--- config.mk ---
export PLATFORM = sky130hd
export DESIGN_NAME = sc1602_text_source
export DESIGN_NICKNAME = d
export VERILOG_FILES = /design/src/rtl/sc1602_text_source.sv
export SDC_FILE = /design/constraint.sdc
export NUM_CORES = 1
export LEC_CHECK = 0
export ABC_AREA = 1
export BUFFER_PORTS_ARGS = -buffer_cell sky130_fd_sc_hd__buf_4
export CAP_MARGIN = 10
export CORE_ASPECT_RATIO = 2
export CORE_UTILIZATION = 35
export DETAILED_ROUTE_END_ITERATION = 10
export PLACE_DENSITY_LB_ADDON = 0.15
export SETUP_SLACK_MARGIN = 0.15
export SLEW_MARGIN = 20
export SYNTH_ARGS = -nofsm -noshare
export SYNTH_HDL_FRONTEND = slang
export SYNTH_SLANG_ARGS = --single-unit
--- constraint.sdc ---
create_clock -name sys_clk -period 2.3 [get_ports sys_clk]
set_input_delay 0.69 -clock sys_clk [delete_from_list [all_inputs] [get_ports sys_clk]]
set_output_delay 0.69 -clock sys_clk [all_outputs]
set_load 0.1 [all_outputs]
--- src/rtl/sc1602_text_source.sv ---
// sc1602_text_source: host-writable message buffer feeding lcd_driver_8 one character per draw slot,
// plus a periodic window-shift command source using the driver's command/ready handshake.
module sc1602_text_source #(
  parameter int CLK_HZ   = 27_000_000,
  parameter int SHIFT_MS = 500,
  parameter int DEPTH    = 32
) (
  input  logic       sys_clk,
  input  logic       sys_rst_n,
  input  logic       wr_en,
  input  logic [4:0] wr_addr,
  input  logic [7:0] wr_data,
  input  logic [5:0] msg_len,
  input  logic       scroll_en,
  input  logic       scroll_dir,
  input  logic       drawing,
  input  logic       ready,
  output logic [7:0] character,
  output logic [2:0] command,
  output logic [4:0] char_index,
  output logic       frame_start
);

  localparam int TICKS = CLK_HZ / 1000 * SHIFT_MS;
  localparam int TW    = (TICKS > 1) ? $clog2(TICKS) : 1;
  localparam int AW    = (DEPTH > 1) ? $clog2(DEPTH) : 1;
  localparam logic [5:0] DEPTH_L = 6'(DEPTH);

  typedef enum logic [1:0] {S_WAIT, S_REQ, S_ACK} state_t;

  // The buffer powers up as spaces and is deliberately untouched by reset.
  logic [7:0] mem [DEPTH] = '{default: 8'h20};

  logic          drawing_m, drawing_s, drawing_d;
  logic          ready_m, ready_s;
  logic          draw_done;
  logic [5:0]    eff_len;
  logic          wrap;
  logic [TW-1:0] tick_cnt;
  logic          tick;
  state_t        state, state_nxt;
  logic          dir_q, dir_nxt;
  logic [2:0]    command_nxt;

  always_ff @(posedge sys_clk or negedge sys_rst_n) begin
    if (!sys_rst_n) begin
      drawing_m <= 1'b0;
      drawing_s <= 1'b0;
      drawing_d <= 1'b0;
      ready_m   <= 1'b0;
      ready_s   <= 1'b0;
    end else begin
      drawing_m <= drawing;
      drawing_s <= drawing_m;
      drawing_d <= drawing_s;
      ready_m   <= ready;
      ready_s   <= ready_m;
    end
  end

  assign draw_done = drawing_d & ~drawing_s;

  always_comb begin
    eff_len = msg_len;
    if (msg_len == 6'd0 || msg_len > DEPTH_L) eff_len = DEPTH_L;
  end

  // ">=" rather than "==" so an index stranded past a shrunken length still returns to 0.
  assign wrap = ({1'b0, char_index} >= (eff_len - 6'd1));

  always_ff @(posedge sys_clk) begin
    if (wr_en && ({1'b0, wr_addr} < DEPTH_L)) mem[wr_addr[AW-1:0]] <= wr_data;
  end

  always_ff @(posedge sys_clk or negedge sys_rst_n) begin
    if (!sys_rst_n) begin
      char_index  <= 5'd0;
      frame_start <= 1'b0;
      character   <= 8'h20;
    end else begin
      frame_start <= 1'b0;
      character   <= mem[char_index[AW-1:0]];
      if (draw_done) begin
        if (wrap) begin
          char_index  <= 5'd0;
          frame_start <= 1'b1;
        end else begin
          char_index <= char_index + 5'd1;
        end
      end
    end
  end

  assign tick = (tick_cnt == TW'(TICKS - 1));

  always_ff @(posedge sys_clk or negedge sys_rst_n) begin
    if (!sys_rst_n)  tick_cnt <= '0;
    else if (tick)   tick_cnt <= '0;
    else             tick_cnt <= tick_cnt + TW'(1);
  end

  // Handshake: a non-zero command is the request; the driver raising ready means it has seen it,
  // and ready dropping afterwards means it has consumed it, at which point the request is withdrawn.
  always_ff @(posedge sys_clk or negedge sys_rst_n) begin
    if (!sys_rst_n) begin
      state   <= S_WAIT;
      dir_q   <= 1'b0;
      command <= 3'b000;
    end else begin
      state   <= state_nxt;
      dir_q   <= dir_nxt;
      command <= command_nxt;
    end
  end

  always_comb begin
    state_nxt   = state;
    dir_nxt     = dir_q;
    command_nxt = command;
    case (state)
      S_WAIT: begin
        command_nxt = 3'b000;
        if (tick && scroll_en) begin
          state_nxt   = S_REQ;
          dir_nxt     = scroll_dir;
          command_nxt = {2'b01, scroll_dir};
        end
      end
      S_REQ: begin
        command_nxt = {2'b01, dir_q};
        if (ready_s) state_nxt = S_ACK;
      end
      S_ACK: begin
        if (!ready_s) begin
          state_nxt   = S_WAIT;
          command_nxt = 3'b000;
        end
      end
      default: begin
        state_nxt   = S_WAIT;
        command_nxt = 3'b000;
      end
    endcase
  end

endmodule
Word-level counts from Yosys, hierarchy flattened --
Memories as Yosys holds them, arrays and structs flattened. A register that Yosys moved wholly into a read port is not among the register bits. Index checks and enable logic that the tools add are counted.
Storage, ports and cells: RAM bits 256, register bits after elaboration 41, memories kept 1, output and inout port bits 17, input bits 26, word-level logic and storage cells 46
Cells by class: reduce and logical (&&, ||, !) cells 7, magnitude comparators 2, bitwise logic cells 2, eq/ne operators 6, $add $sub $neg 3, mux-type cells 14
Memory list:
- mem | words 32, width 8, rd ports 1, clocked after Yosys merged registers in 1, wr ports 1, line 32 | logic [7:0] mem [DEPTH] = '{default: 8'h20};
Operators by type and width (number):
- $add 24x1->24 const B | 1
- $eq 24x24->1 const B | 1
- $mux 24 | 1
- $pmux 3 s3 | 1
- $mux 2 | 4
- $ge 5x6->1 | 1
- $gt 6x6->1 const B | 1
- $logic_not 6->1 | 1
- $mux 6 | 1
- $ne 2x2->1 const B | 3
- $pmux 2 s3 | 1
- $sub 6x1->6 const B | 1
- $add 5x1->5 const B | 1
- $mux 5 | 1
- $mux 1 | 4
- $mux 3 | 1
- $reduce_and 3->1 | 1
- $eq 2x1->1 const B | 1
- $eq 2x2->1 const B | 1
- $logic_not 2->1 | 1
- $reduce_and 2->1 | 1
- $and 1x1->1 | 1
- $logic_and 1x1->1 | 1
- $logic_not 1->1 | 1
- 2 further kinds | 2

Logic depth before layout (Yosys ltp) --
word-level depth 7, gate-level depth with buffers 13

Least setup slack after synthesis --
No wires, ideal clock.
path type input-to-reg, from in msg_len[0], to reg char_index[2], arrival time 2420 ps, setup slack -244 ps, buffers on the path 0, stages 13, setup time 124 ps, data required time 2176 ps, cells stage by stage nor3_1 > nand2_1 > xor2_1 > nand2_1 > ha_1 > xnor2_1 > inv_1 > ha_1 > nand2_1 > nand3b_1 > and2_1 > nor2_1 > nor2_1
Between the ends: longest elaborated chain between the ends 6, elaborated cells between the ends (all ways) 7, those cells by class 1 x add/sub; 2 x order compare; 2 x mux; 2 x reduce/logical
Ends and longest elaborated chain:
- start, declared | line 13 | input logic [5:0] msg_len,
- $gt 6x6->1 / $logic_not 6->1 (equally long branches) | line 65 | if (msg_len == 6'd0 || msg_len > DEPTH_L) eff_len = DEPTH_L;
- $logic_or 1x1->1 | line 65
- $mux 6 (*) | line 65
- $sub 6x1->6 (*) | line 69 | assign wrap = ({1'b0, char_index} >= (eff_len - 6'd1));
- $ge 5x6->1 (*) | line 69
- $mux 5 (*) | line 84 | if (wrap) begin
- end signal, assigned | line 88 | char_index <= char_index + 5'd1;
- end, declared | line 20 | output logic [4:0] char_index,
Every way passes the cells marked *; elsewhere a longest branch is shown, timed or not. A chain may end at the register's enable or synchronous reset.

Worst setup path in the final report --
from reg char_index[1], to out char_index[1]
No word-level cell between the ends.

==> key figures <==
Setup path
  • Crit path arrival time: 1410 ps
  • Critical path's slowest cell: dfrtp_2
  • Critical path endpoint category: output pin
  • Crit start category: register
  • FF-to-FF Start: char_index[0]
  • Worst-path fanout max: 35
  • CP top delay family: buffers and inverters
  • R2R Setup Slk: 250 ps
  • Crit Path Class: reg -> out
  • Worst path max stage delay: 400 ps
  • R2r worst-path depth: 11
  • R2R Path End: character[3]
  • CP Data Required Time: 1610 ps
  • Cell Chain, Critical Path: buf_16, buf_12
  • Sum of buffers and inverters on the critical path: 2

CTS
  • CTS Buf Count: 28
  • Clock Sinks: 304
  • Clock latency on the worst-skew pair: 560 ps
  • CTS tree: yes
  • H-tree Lvls: 1
  • Root Driver: clkbuf_16
  • Clk buf depth: 3
  • Reg clk slew, reported paths: 70 ps

Global route
  • First-pass GRT wire length: 55900 um
  • Vias in the first global route: 9326
  • Total gr overflow: 0
  • Largest net degree at the start of global routing: 42
  • GRT Overall Usage: 19.8%
  • Initial antenna violation count: 0

Synthesis
  • Main synth FF type: edfxtp_1
  • Post-synthesis sequential area ratio: 66.6%
  • Post-synthesis cell area: 13400 sq um
  • Post-Syn Nets: 1377
  • Synthesized area per cell: 9.95 sq um
  • Asr flop ratio synth: 15.8%
  • Synth Warn #: 0
  • Synth area leaders: edfxtp_1, nand2_1, dfrtp_1, nand3_1, inv_1
  • Post-synth EDFFs: 256
  • Top cell type's share of synthesized area: 57.6%
  • Distinct cell type count after synthesis: 29
  • Cells after synthesis: 1343
  • Synth area leader: edfxtp_1
  • Commonest cells post-synth: nand2_1, edfxtp_1, nand3_1
  • #FFs+latches synth: 304
  • Most common cell in the synthesized netlist: nand2_1

Power and ir drop
  • Pwr Density: 1090 nW/um^2
  • Total Power: 0.0173 W
  • Max rail drop VDD: 0.655 mV
  • Static Leak: 6.66 nW

STA
  • Fin crit share: 91.3%
  • Final Slew Violations: 0
  • Final hold vios: 0
  • Setup tns final: 0 ps
  • Minimum clock period: 2100 ps
  • Fmax achieved: 476 MHz
  • Worst slew margin: 64.4%
  • Worst-Margin Slew: 533 ps
  • Setup violators final: 0
  • Unrepaired setup endpoints after global routing: no
  • Worst clock skew: 10.5 ps

Floorplan
  • Die area: 39000 sq um
  • Site row count: 100
  • Initial core utilization: 35.7%
  • Chip height: 278 um
  • Die W: 140 um
  • Total core area: 37400 sq um
  • Ports: 43

Cells and area
  • Final design utilization: 42.3%
  • Layout cell share with drive strength beyond 1: 12.3%
  • Area grow syn2layout: 18.3%
  • Sequential cell area: 8890 sq um
  • Fillers: 3589
  • Ant diodes: 0
  • Final net count: 1478
  • Area of the multi-input gates: 3590 sq um

Detailed routing
  • DRT iter0 DRCs: 436
  • Via count: 9278
  • Wire per inst: 19.7 um
  • Vias/cell: 4.82
  • DRT antenna net count: 0
  • Drc violations: 0
  • First drt pass iteration count: 5
  • Drt total wl: 37900 um

Run
  • Max Cap Violations: 0

Placement
  • Buffers added on ports: 41
  • Global placement routability congestion: 0.894
  • DP HPWL: 24700 um

Outcome
  • Status: finished clean

Worst hold path
  • Hold WC Path Type: in -> async
## sequential cells by signal, indices dropped and copies added (netlist names)
register and cells:
command 2, char_index 5, frame_start 1, state 2, ready_s 1, drawing_d 1
drawing_m 1, tick_cnt 24, character 8, mem 256, dir_q 1, drawing_s 1
ready_m 1
## timing repair
item,CTS,global route
setup endpoints to repair,2,9
setup buffers,4,1
resized for setup,9,3
hold buffers,0,0
gates cloned,3,0
pin swaps,0,3
## layout by cell type (no fill, tap or decap), types with 3 or more instances in the layout
master     instances
clkinv_1           7
o21ai_0            4
edfxtp_1         256
clkbuf_1           3
nand4_1            4
or2_2              3
nand3_1          181
bufinv_16          4
clkinv_2           5
inv_1            171
nor2_1           116
xnor2_1            7
nor2_4             3
a21oi_1           18
buf_16             3
nand2_1          434
dfrtp_1           45
bufbuf_16          3
o211ai_1           8
ha_1               7
nor3_1             5
buf_4            109
xor2_1            12
buf_12             7
clkbuf_16         29
## report_power, final
| part | internal (W) | switching [W] |
|---|---|---|
| clock | 0.00275 | 0.00210 |
| combinational | 0.00192 | 0.00423 |
| sequential | 0.00618 | 0.000127 |
## worst max path at each step
stage	cells past startpoint	startpoint	endpoint	slack (ps)
4_1_cts	2	char_index[1]	char_index[1]	160
6_report	2	char_index[1]	char_index[1]	200
3_5_place_dp	14	msg_len[0]	char_index[3]	-350
2_1_floorplan	13	msg_len[0]	char_index[4]	-110
3_3_place_gp	14	msg_len[0]	char_index[3]	-370
5_1_grt	14	msg_len[0]	char_index[4]	150
## metal layers
layer | GRT usage (%) | routed length, um | share of wire, %
met5 | 0 | 0 | 0
met4 | 11.6 | 2100 | 5.5
met3 | 2.17 | 1190 | 3.1
met2 | 39.3 | 21500 | 57
met1 | 19.3 | 13100 | 34
## cell families (layout without fill, tap and decap cells)
logic type	after synthesis	after routing	synth area share, %
and+or+nand+nor	753	753	23.3
DFF	304	304	66.6
buffers and inverters	226	349	6.73
AOI/OAI and AO/OA	32	32	1.39
xor gates and xnor gates	19	19	1.25
adders and majority gates	8	8	0.749
other	1	1	0.0281
## stage by stage
stage | cells | instance area (sq um) | setup WS, ps | hold WS, ps
final | 1925 | 15800 | 200 | 83.4
after global routing | 1925 | 15800 | 148 | 102
after CTS | 1924 | 15800 | 157 | 84.3
after detailed placement | 1865 | 14700 | -352 | 349
after global placement | 1865 | 14700 | -370 | 336
after floorplan | 1343 | 13400 | -111 | 331
## final cells by class
class	count	area share (%)
clock buffers	32	4.66
multi-input cells	813	22.7
flip-flops and latches	304	56.3
repair buffers	122	7.20
well taps	459	3.63
clock inverters	20	1.30
inverters	175	4.20
(Power assumes the default switching activity.)
